## config.mk

```make
export PLATFORM = sky130hd
export DESIGN_NAME = pdm_decimator
export DESIGN_NICKNAME = d
export VERILOG_FILES = /design/src/rtl/audio_pkg.sv /design/src/rtl/cic_comb_stage.sv /design/src/rtl/pdm_decimator.sv
export SDC_FILE = /design/constraint.sdc
export NUM_CORES = 1
export LEC_CHECK = 0
export ABC_AREA = 1
export ABC_CLOCK_PERIOD_IN_PS = 12900
export CORE_MARGIN = 3
export CORE_UTILIZATION = 40
export DETAILED_ROUTE_END_ITERATION = 8
export DONT_BUFFER_PORTS = 1
export GPL_ROUTABILITY_DRIVEN = 1
export MAX_ROUTING_LAYER = met4
export PLACE_DENSITY = 0.65
export SLEW_MARGIN = 10
export SYNTH_ARGS = -nofsm -noshare
export SYNTH_HDL_FRONTEND = slang
export SYNTH_SLANG_ARGS = --single-unit
```

## constraint.sdc

```tcl
create_clock -name clk_i -period 12.9 [get_ports clk_i]
set_input_delay 0.645 -clock clk_i [delete_from_list [all_inputs] [get_ports clk_i]]
set_output_delay 0.645 -clock clk_i [all_outputs]
set_load 0.005 [all_outputs]
```

## src/rtl/audio_pkg.sv

```systemverilog
// audio_pkg: shared constants and FSM encoding for the PDM decimator.
// Provides CIC order, PCM width, accumulator width helper and states.
package audio_pkg;

    localparam int CIC_ORDER = 3;
    localparam int PCM_W     = 16;

    // Accumulator width that lets R^3 growth wrap safely.
    function automatic int acc_w(input int decim_log2);
        return CIC_ORDER * decim_log2 + 2;
    endfunction

    typedef enum logic [1:0] {
        IDLE   = 2'd0,
        WARMUP = 2'd1,
        RUN    = 2'd2
    } cic_state_e;

endpackage

```

## src/rtl/cic_comb_stage.sv

```systemverilog
// cic_comb_stage: one CIC comb section, y = x - x_delayed.
// The delay register loads only on decimation events.
module cic_comb_stage
    import audio_pkg::*;
#(
    parameter int W = acc_w(6)
) (
    input  logic         clk,
    input  logic         rst,
    input  logic         clr,
    input  logic         en,
    input  logic [W-1:0] x,
    output logic [W-1:0] y
);

    logic [W-1:0] dly;

    assign y = x - dly;

    // Hold the previous decimated input; cleared while disabled.
    always_ff @(posedge clk or posedge rst) begin
        if (rst) begin
            dly <= '0;
        end else if (clr) begin
            dly <= '0;
        end else if (en) begin
            dly <= x;
        end
    end

endmodule

```

## src/rtl/pdm_decimator.sv

```systemverilog
// pdm_decimator: 1-bit PDM stream to 16-bit PCM via a 3rd-order CIC.
// Define PDM_CLK_GEN_EN to generate the PDM bit clock internally.
module pdm_decimator
    import audio_pkg::*;
#(
    parameter int DECIM_LOG2 = 6,
    parameter int CLK_DIV    = 16
) (
    input  logic                    clk_i,
    input  logic                    rst_i,
    input  logic                    enable_i,
    input  logic                    pdm_i,
    input  logic                    pdm_strobe_i,
    output logic                    pdm_clk_o,
    output logic signed [PCM_W-1:0] sample_o,
    output logic                    valid_o,
    input  logic                    ready_i,
    output logic                    overflow_o
);

    localparam int ACC_W = acc_w(DECIM_LOG2);
    localparam int SHIFT = CIC_ORDER * DECIM_LOG2 - (PCM_W - 1);
    localparam logic signed [ACC_W-1:0] PCM_MAX = ACC_W'(32767);
    localparam logic signed [ACC_W-1:0] PCM_MIN = ACC_W'(-32768);

    logic             pdm_meta;
    logic             pdm_sync;
    logic             bit_strobe;
    logic             dec_evt;
    logic             clr;
    logic [ACC_W-1:0] x_in;
    logic [ACC_W-1:0] integ1, integ2, integ3;
    logic [ACC_W-1:0] in1, in2, in3;
    logic [ACC_W-1:0] comb1, comb2, comb3;
    logic [DECIM_LOG2-1:0] dec_cnt;
    logic signed [ACC_W-1:0] scaled;
    logic [PCM_W-1:0] pcm;
    cic_state_e       state;
    logic             warm_cnt;

    assign clr = !enable_i;

    // Two-flop synchroniser for the asynchronous pad input.
    always_ff @(posedge clk_i or posedge rst_i) begin
        if (rst_i) begin
            pdm_meta <= 1'b0;
            pdm_sync <= 1'b0;
        end else begin
            pdm_meta <= pdm_i;
            pdm_sync <= pdm_meta;
        end
    end

`ifdef PDM_CLK_GEN_EN
    localparam int DIV_W = $clog2(CLK_DIV);

    logic [DIV_W-1:0] div_cnt;
    logic [DIV_W-1:0] div_nxt;
    logic             pdm_clk;
    logic             unused_strobe;

    assign unused_strobe = pdm_strobe_i;
    assign div_nxt = (!enable_i || div_cnt == DIV_W'(CLK_DIV - 1))
                   ? '0 : div_cnt + DIV_W'(1);

    // Bit-clock divider; the clock is high for the upper half count.
    always_ff @(posedge clk_i or posedge rst_i) begin
        if (rst_i) begin
            div_cnt <= '0;
            pdm_clk <= 1'b0;
        end else begin
            div_cnt <= div_nxt;
            pdm_clk <= (div_nxt >= DIV_W'(CLK_DIV / 2));
        end
    end

    assign pdm_clk_o  = pdm_clk;
    assign bit_strobe = enable_i && (div_cnt == DIV_W'(CLK_DIV - 1));
`else
    logic unused_div;

    assign unused_div = (CLK_DIV >= 4);
    assign pdm_clk_o  = 1'b0;
    assign bit_strobe = pdm_strobe_i && enable_i;
`endif

    assign x_in = pdm_sync ? ACC_W'(1) : '1;
    assign in1  = integ1 + x_in;
    assign in2  = integ2 + in1;
    assign in3  = integ3 + in2;

    assign dec_evt = bit_strobe && (dec_cnt == '1);

    // Integrators and decimation counter advance on each bit strobe.
    always_ff @(posedge clk_i or posedge rst_i) begin
        if (rst_i) begin
            integ1  <= '0;
            integ2  <= '0;
            integ3  <= '0;
            dec_cnt <= '0;
        end else if (!enable_i) begin
            integ1  <= '0;
            integ2  <= '0;
            integ3  <= '0;
            dec_cnt <= '0;
        end else if (bit_strobe) begin
            integ1  <= in1;
            integ2  <= in2;
            integ3  <= in3;
            dec_cnt <= dec_cnt + 1'b1;
        end
    end

    cic_comb_stage #(.W(ACC_W)) u_comb1 (
        .clk (clk_i),
        .rst (rst_i),
        .clr (clr),
        .en  (dec_evt),
        .x   (in3),
        .y   (comb1)
    );

    cic_comb_stage #(.W(ACC_W)) u_comb2 (
        .clk (clk_i),
        .rst (rst_i),
        .clr (clr),
        .en  (dec_evt),
        .x   (comb1),
        .y   (comb2)
    );

    cic_comb_stage #(.W(ACC_W)) u_comb3 (
        .clk (clk_i),
        .rst (rst_i),
        .clr (clr),
        .en  (dec_evt),
        .x   (comb2),
        .y   (comb3)
    );

    assign scaled = $signed(comb3) >>> SHIFT;

    // Saturate the scaled comb output to the PCM range.
    always_comb begin
        pcm = scaled[PCM_W-1:0];
        if (scaled > PCM_MAX) begin
            pcm = PCM_MAX[PCM_W-1:0];
        end else if (scaled < PCM_MIN) begin
            pcm = PCM_MIN[PCM_W-1:0];
        end
    end

    // Warm-up sequencing and the valid/ready output register.
    always_ff @(posedge clk_i or posedge rst_i) begin
        if (rst_i) begin
            state      <= IDLE;
            warm_cnt   <= 1'b0;
            sample_o   <= '0;
            valid_o    <= 1'b0;
            overflow_o <= 1'b0;
        end else if (!enable_i) begin
            state      <= IDLE;
            warm_cnt   <= 1'b0;
            sample_o   <= '0;
            valid_o    <= 1'b0;
            overflow_o <= 1'b0;
        end else begin
            unique case (state)
                IDLE: begin
                    state    <= WARMUP;
                    warm_cnt <= 1'b0;
                end
                WARMUP: begin
                    if (dec_evt) begin
                        warm_cnt <= 1'b1;
                        if (warm_cnt) begin
                            state <= RUN;
                        end
                    end
                end
                RUN: begin
                    if (dec_evt) begin
                        sample_o <= pcm;
                        valid_o  <= 1'b1;
                        if (valid_o && !ready_i) begin
                            overflow_o <= 1'b1;
                        end
                    end else if (valid_o && ready_i) begin
                        valid_o <= 1'b0;
                    end
                end
                default: begin
                    state <= IDLE;
                end
            endcase
        end
    end

endmodule

```

### After elaboration in Yosys (flattened, before gate mapping)

Index checks and enable logic that the tools add are counted.

* flip-flop bits (word level): 149
* latch bits: 0
* memory bits (writable): 0
* bits in read-only memories: 0
* word-level logic and storage cells: 81
* memories kept: 0

* $add $sub $neg: 7
* $mul: 0
* divide/modulo/power cells: 0
* $lt $le $gt $ge: 2
* equal/unequal tests: 12
* shift-type cells: 0
* mux-type cells: 35
* bitwise gates (word level): 0
* reductions and logical operators: 11

Operator list (number)
* 20-bit 2-to-1 mux: 13
* 16-bit 2-to-1 mux: 5
* 20-bit adder: 3
* 20-bit subtractor: 3
* 17-bit by 16-bit > comparator with 1-bit output (second input constant): 1
* 17-bit by 16-bit < comparator with 1-bit output (second input constant): 1
* 6-bit 2-to-1 mux: 2
* 1-bit 2-to-1 mux: 10
* 2-bit by 1-bit inequality test with 1-bit output (second input constant): 4
* 6-bit by 1-bit adder with 6-bit output (second input constant): 1
* 6-bit == test (second input constant): 1
* 2-bit 2-to-1 mux: 3
* 3-bit by 1-bit inequality test with 1-bit output (second input constant): 2
* 3-bit inequality test (second input constant): 2
* 2-bit one-hot mux with 3 select lines: 1
* 2-bit AND reduction: 3
* 3-bit AND reduction: 2
* 1-bit logical AND: 4
* 2-bit by 1-bit == test with 1-bit output (second input constant): 1
* 2-bit == test (second input constant): 1
* 2-bit logical NOT: 1
* 2-bit inequality test (second input constant): 1
* 1-bit one-hot mux with 2 select lines: 1
* 1-bit logical NOT: 1

### Depth between registers and ports, before layout

* depth after elaboration: 13
* mapped depth: 54
* mapped depth without buffers: 53

### Hierarchy

From an unflattened synthesis, not the netlist that was laid out.

* cells, all modules: 1766
* area, all modules: 12552.0 um^2

By module, submodules not included
* pdm_decimator: instances 1, cells an instance 809, area each 6505.0 um^2, seq. area each 2227.1 um^2
* cic_comb_stage: instances 3, cells an instance 319, area each 2015.7 um^2, seq. area each 500.5 um^2

### Least setup slack after synthesis

Ideal clock, no wire load.

* path kind: reg2reg
* from: reg pdm_sync
* to: reg sample_o[10]
* library setup time: 0.117 ns
* arrival: 7.733 ns
* path slack: 5.050 ns
* stages on the path, launching flop included: 54
* buffers on the path: 1
* cells stage by stage: dfrtp_1 > inv_1 > ha_1 > nand3_1 > nand3_1 > a21oi_1 > o21ai_0 > a21oi_1 > xnor2_1 > ha_1 > nand2_1 > nor2_1 > o21ai_0 > o211ai_1 > a31o_2 > nand3_1 > nand2_1 > nand2_1 > [18 not listed] > nand4_1 > nor3_1 > nand4_1 > nand3_1 > xor2_1 > ha_1 > a21oi_1 > o21ai_0 > nor2_1 > xor2_1 > nand3_1 > nand2_2 > nand2_2 > buf_6 > nand2_1 > nand2_1 > nand2_1 > nand2_1

* word-level cells in the longest chain between the ends: 13
* elaborated cells on any way between the ends: 14

RTL lines
* start, declared: RTL line pdm_decimator.sv:27 `logic pdm_sync;`
* start signal, assigned: RTL line pdm_decimator.sv:50 `pdm_sync <= pdm_meta;`
* 20-bit 2-to-1 mux (*): RTL line pdm_decimator.sv:87 `assign x_in = pdm_sync ? ACC_W'(1) : '1;`
* 20-bit adder (*): RTL line pdm_decimator.sv:88 `assign in1 = integ1 + x_in;`
* 20-bit adder (*): RTL line pdm_decimator.sv:89 `assign in2 = integ2 + in1;`
* 20-bit adder (*): RTL line pdm_decimator.sv:90 `assign in3 = integ3 + in2;`
* 20-bit subtractor (*) (3 in series): RTL line cic_comb_stage.sv:18 `assign y = x - dly;`
* 17-bit by 16-bit < comparator with 1-bit output: RTL line pdm_decimator.sv:148 `end else if (scaled < PCM_MIN) begin`
* 16-bit 2-to-1 mux: RTL line pdm_decimator.sv:148
* 16-bit 2-to-1 mux (*): RTL line pdm_decimator.sv:146 `if (scaled > PCM_MAX) begin`
* 16-bit 2-to-1 mux (*): RTL line pdm_decimator.sv:182 `if (dec_evt) begin`
* 16-bit 2-to-1 mux (*): RTL line pdm_decimator.sv:168 `unique case (state)`
* 16-bit 2-to-1 mux (*): RTL line pdm_decimator.sv:161 `end else if (!enable_i) begin`
* end signal, assigned: RTL line pdm_decimator.sv:183 `sample_o <= pcm;`
* end, declared: RTL line pdm_decimator.sv:15 `output logic signed [PCM_W-1:0] sample_o,`

Every way passes the cells marked *; elsewhere a longest branch is shown, timed or not. The select of a mux whose other input is x is not followed.
A chain may end at the register's enable or synchronous reset.

### Final worst setup path

* from: reg pdm_sync
* to: reg sample_o[12]

Same word-level chain as after synthesis.

==> out/metrics.yaml <==
outcome: "complete, no violations"
dieWidth_um: 172
finClkSkew_ps: 11.7
clock-sinks: 149
synth_area_leaders: "dfrtp_1 (34%), ha_1 (13%), nand2_1 (12%), inv_1 (6.2%), xor2_1 (5.2%)"
min_path_type: "in2async"
clk_pin_slew_ps: 70
vias: 9369
synth_area_um2: 11000
setup_tns_ps: 0
port_buffers: 0
dieArea_um2: 29600
ctsResizeCount: 0
period_needed_ps: 9420
start_kind: "flip-flop"
dp.final_hpwl_um: 19300
h-tree-depth: 4
crit_top_cell: "nand2_1"
numCtsBuffers: 17
arrival_ps: 9780
grt_pass1_wl_um: 43800
crit_path_max_incr_delay_ps: 540
die_y_um: 172
hold_viol: 0
ctsLongestPathBuffers: 2
crit_fanout: 18
setup_viol_count_final: 0
cts_tree: "yes"
grt_pass1_vias: 8999
synth-warning-count: 0
core-area_um2: 27000
worst_slew_pin_slew_ps: 993
n_antenna_cell: 0
setup_ws_ps: 3480
io_pins: 25
globalplace.congestion: 0.909
yosysSeqAreaShare_pct: 33.8
crit_type: "reg2reg"
antenna_left: 0
ys_seq_elements: 149
dpl_worst_slack_ps: 3590
synth_nets: 1543
antenna_found_initial: 0
grt_use_total_pct: 18.6
hold_buffers: 0
synthArstFlopShare_pct: 100
fin_nets: 1537
cts_setup_buffers: 0
wl_um: 26300
fin_crit_sh_pct: 73.1
syn_avg_cell_area_um2: 7.80
grt_max_degree: 77
ys_types: 46
cp-end-kind: "flip-flop"
synth_edf_count: 0
drtPass1Iterations: 5
cp.required_ps: 13260
initial_core_util_pct: 40.8
synthFlopType: "dfrtp_1"
crit_slowest_cell: "nor4_1"
drt-initial-drc-count: 603
drcViolationCount: 0
netlist.area_leader.share_pct: 33.8
grt-ovfl-total: 0
drive_above_1_share_pct: 4.86
relSlewSlack_pct: 33.8
worst_skew_pair.late_latency_ps: 420
synth_area_leader_cell: "dfrtp_1"
cts_root_buf: "clkbuf_16"
syn_to_final_growth_pct: 9.04
rsz0062_at_grt: "no"
rows: 60
synthCells: 1414
wire_per_inst_um: 14.9
timing.fmax_mhz: 106
cap_violations: 0
slew_violations: 0
vias_per_cell: 5.32
## kinds of logic after synthesis
family	count (synthesis)	share of synthesized area (%)
AO/OA/AOI/OAI	325	17.4
AND/OR/NAND/NOR	503	19.3
buffers and inverters	217	7.56
flip-flops	149	33.8
adder cells (fa/ha/maj)	123	14.3
XOR/XNOR	96	7.62
other	1	0.0340
## layout make-up
| class | instances | area (um^2) |
|---|---|---|
| flip-flops and latches | 149 | 3730 |
| multi-input cells | 1048 | 6480 |
| inverters | 187 | 707 |
| clock inverters | 12 | 201 |
| well taps | 341 | 427 |
| fillers | 2680 | 15000 |
| repair buffers | 5 | 37.5 |
| clock buffers | 20 | 447 |
## path summary, 6_finish.rpt
| path | from | endpoint | slack [ps] | cells past startpoint |
|---|---|---|---|---|
| hold reg to reg | pdm_meta$_DFF_PP0_ | pdm_sync$_DFF_PP0_ | 380 | 0 |
| min in group clk_i | pdm_i | pdm_meta$_DFF_PP0_ | 250 | 0 |
| hold / removal | rst_i | integ1[15]$_DFFE_PP0P_ | 220 | 1 |
| setup reg to reg | pdm_sync$_DFF_PP0_ | sample_o[12]$_DFFE_PP0P_ | 3480 | 49 |
| setup / recovery | pdm_sync$_DFF_PP0_ | sample_o[12]$_DFFE_PP0P_ | 3480 | 49 |
| max in group asynchronous | rst_i | u_comb2.dly[12]$_DFFE_PP0P_ | 11190 | 2 |
## flip-flops by register name, summed over array words and instances, names as in the netlist, 2 cells and up
| name | cells |
|---|---|
| integ1 | 20 |
| integ2 | 20 |
| sample_o | 16 |
| dec_cnt | 6 |
| integ3 | 20 |
| u_comb1.dly | 20 |
| u_comb2.dly | 20 |
| u_comb3.dly | 20 |
| state | 2 |
## worst max-delay path, delay by kind of cell (launching register included)
kind,cells,cell delay (ps)
buffers and inverters,3,660
XOR/XNOR,6,1050
AND/OR/NAND/NOR,23,3050
flip-flops,1,420
AO/OA/AOI/OAI,11,2010
adder cells (fa/ha/maj),6,2140
## stage by stage
| step | hold slack [ps] | std cells | util (%) | area, um^2 |
|---|---|---|---|---|
| 4_1_cts | 232 | 1762 | 44.5 | 12000 |
| 2_1_floorplan | 331 | 1414 | - | 11000 |
| 3_5_place_dp | 364 | 1730 | 42.1 | 11400 |
| 5_1_grt | 226 | 1762 | 44.5 | 12000 |
| 3_3_place_gp | 359 | 1730 | 42.1 | 11400 |
| 6_report | 215 | 1762 | 44.5 | 12000 |
## routing by layer
metal	GRT usage [%]	wire, um
met4	4.03	304
met3	2.81	1240
met1	26.1	13100
met2	28.6	11700
met5	-	0
## layout by cell type, fill, tap and decap left out, drive strengths merged, types with 31 or more instances in the layout
master / synthesis / layout
a21oi: 113 / 113
dfrtp: 149 / 149
ha: 118 / 118
inv: 186 / 187
nand2: 351 / 351
nand3: 61 / 61
nor2: 50 / 50
o21ai: 99 / 99
o22ai: 34 / 34
xnor2: 31 / 31
xor2: 65 / 65
## synthesized netlist by cell type (5+ instances only)
master and instances:
nor4_1 6, clkbuf_1 21, a22o_1 29, dfrtp_1 149
a31oi_1 8, fa_1 5, buf_1 5, nand3_1 51
o22ai_1 34, inv_1 183, xor2_1 65, o21bai_1 10
nand3_2 10, o21ai_0 99, ha_1 118, nand4_1 18
a21o_1 8, nand2_1 346, nor2_1 47, xnor2_1 31
o211ai_1 7, a21oi_1 112, nor3_1 10
Power is left out: the tool's default activity adds up to more than one toggle a clock period on the data nets, which glitch-free logic cannot reach.
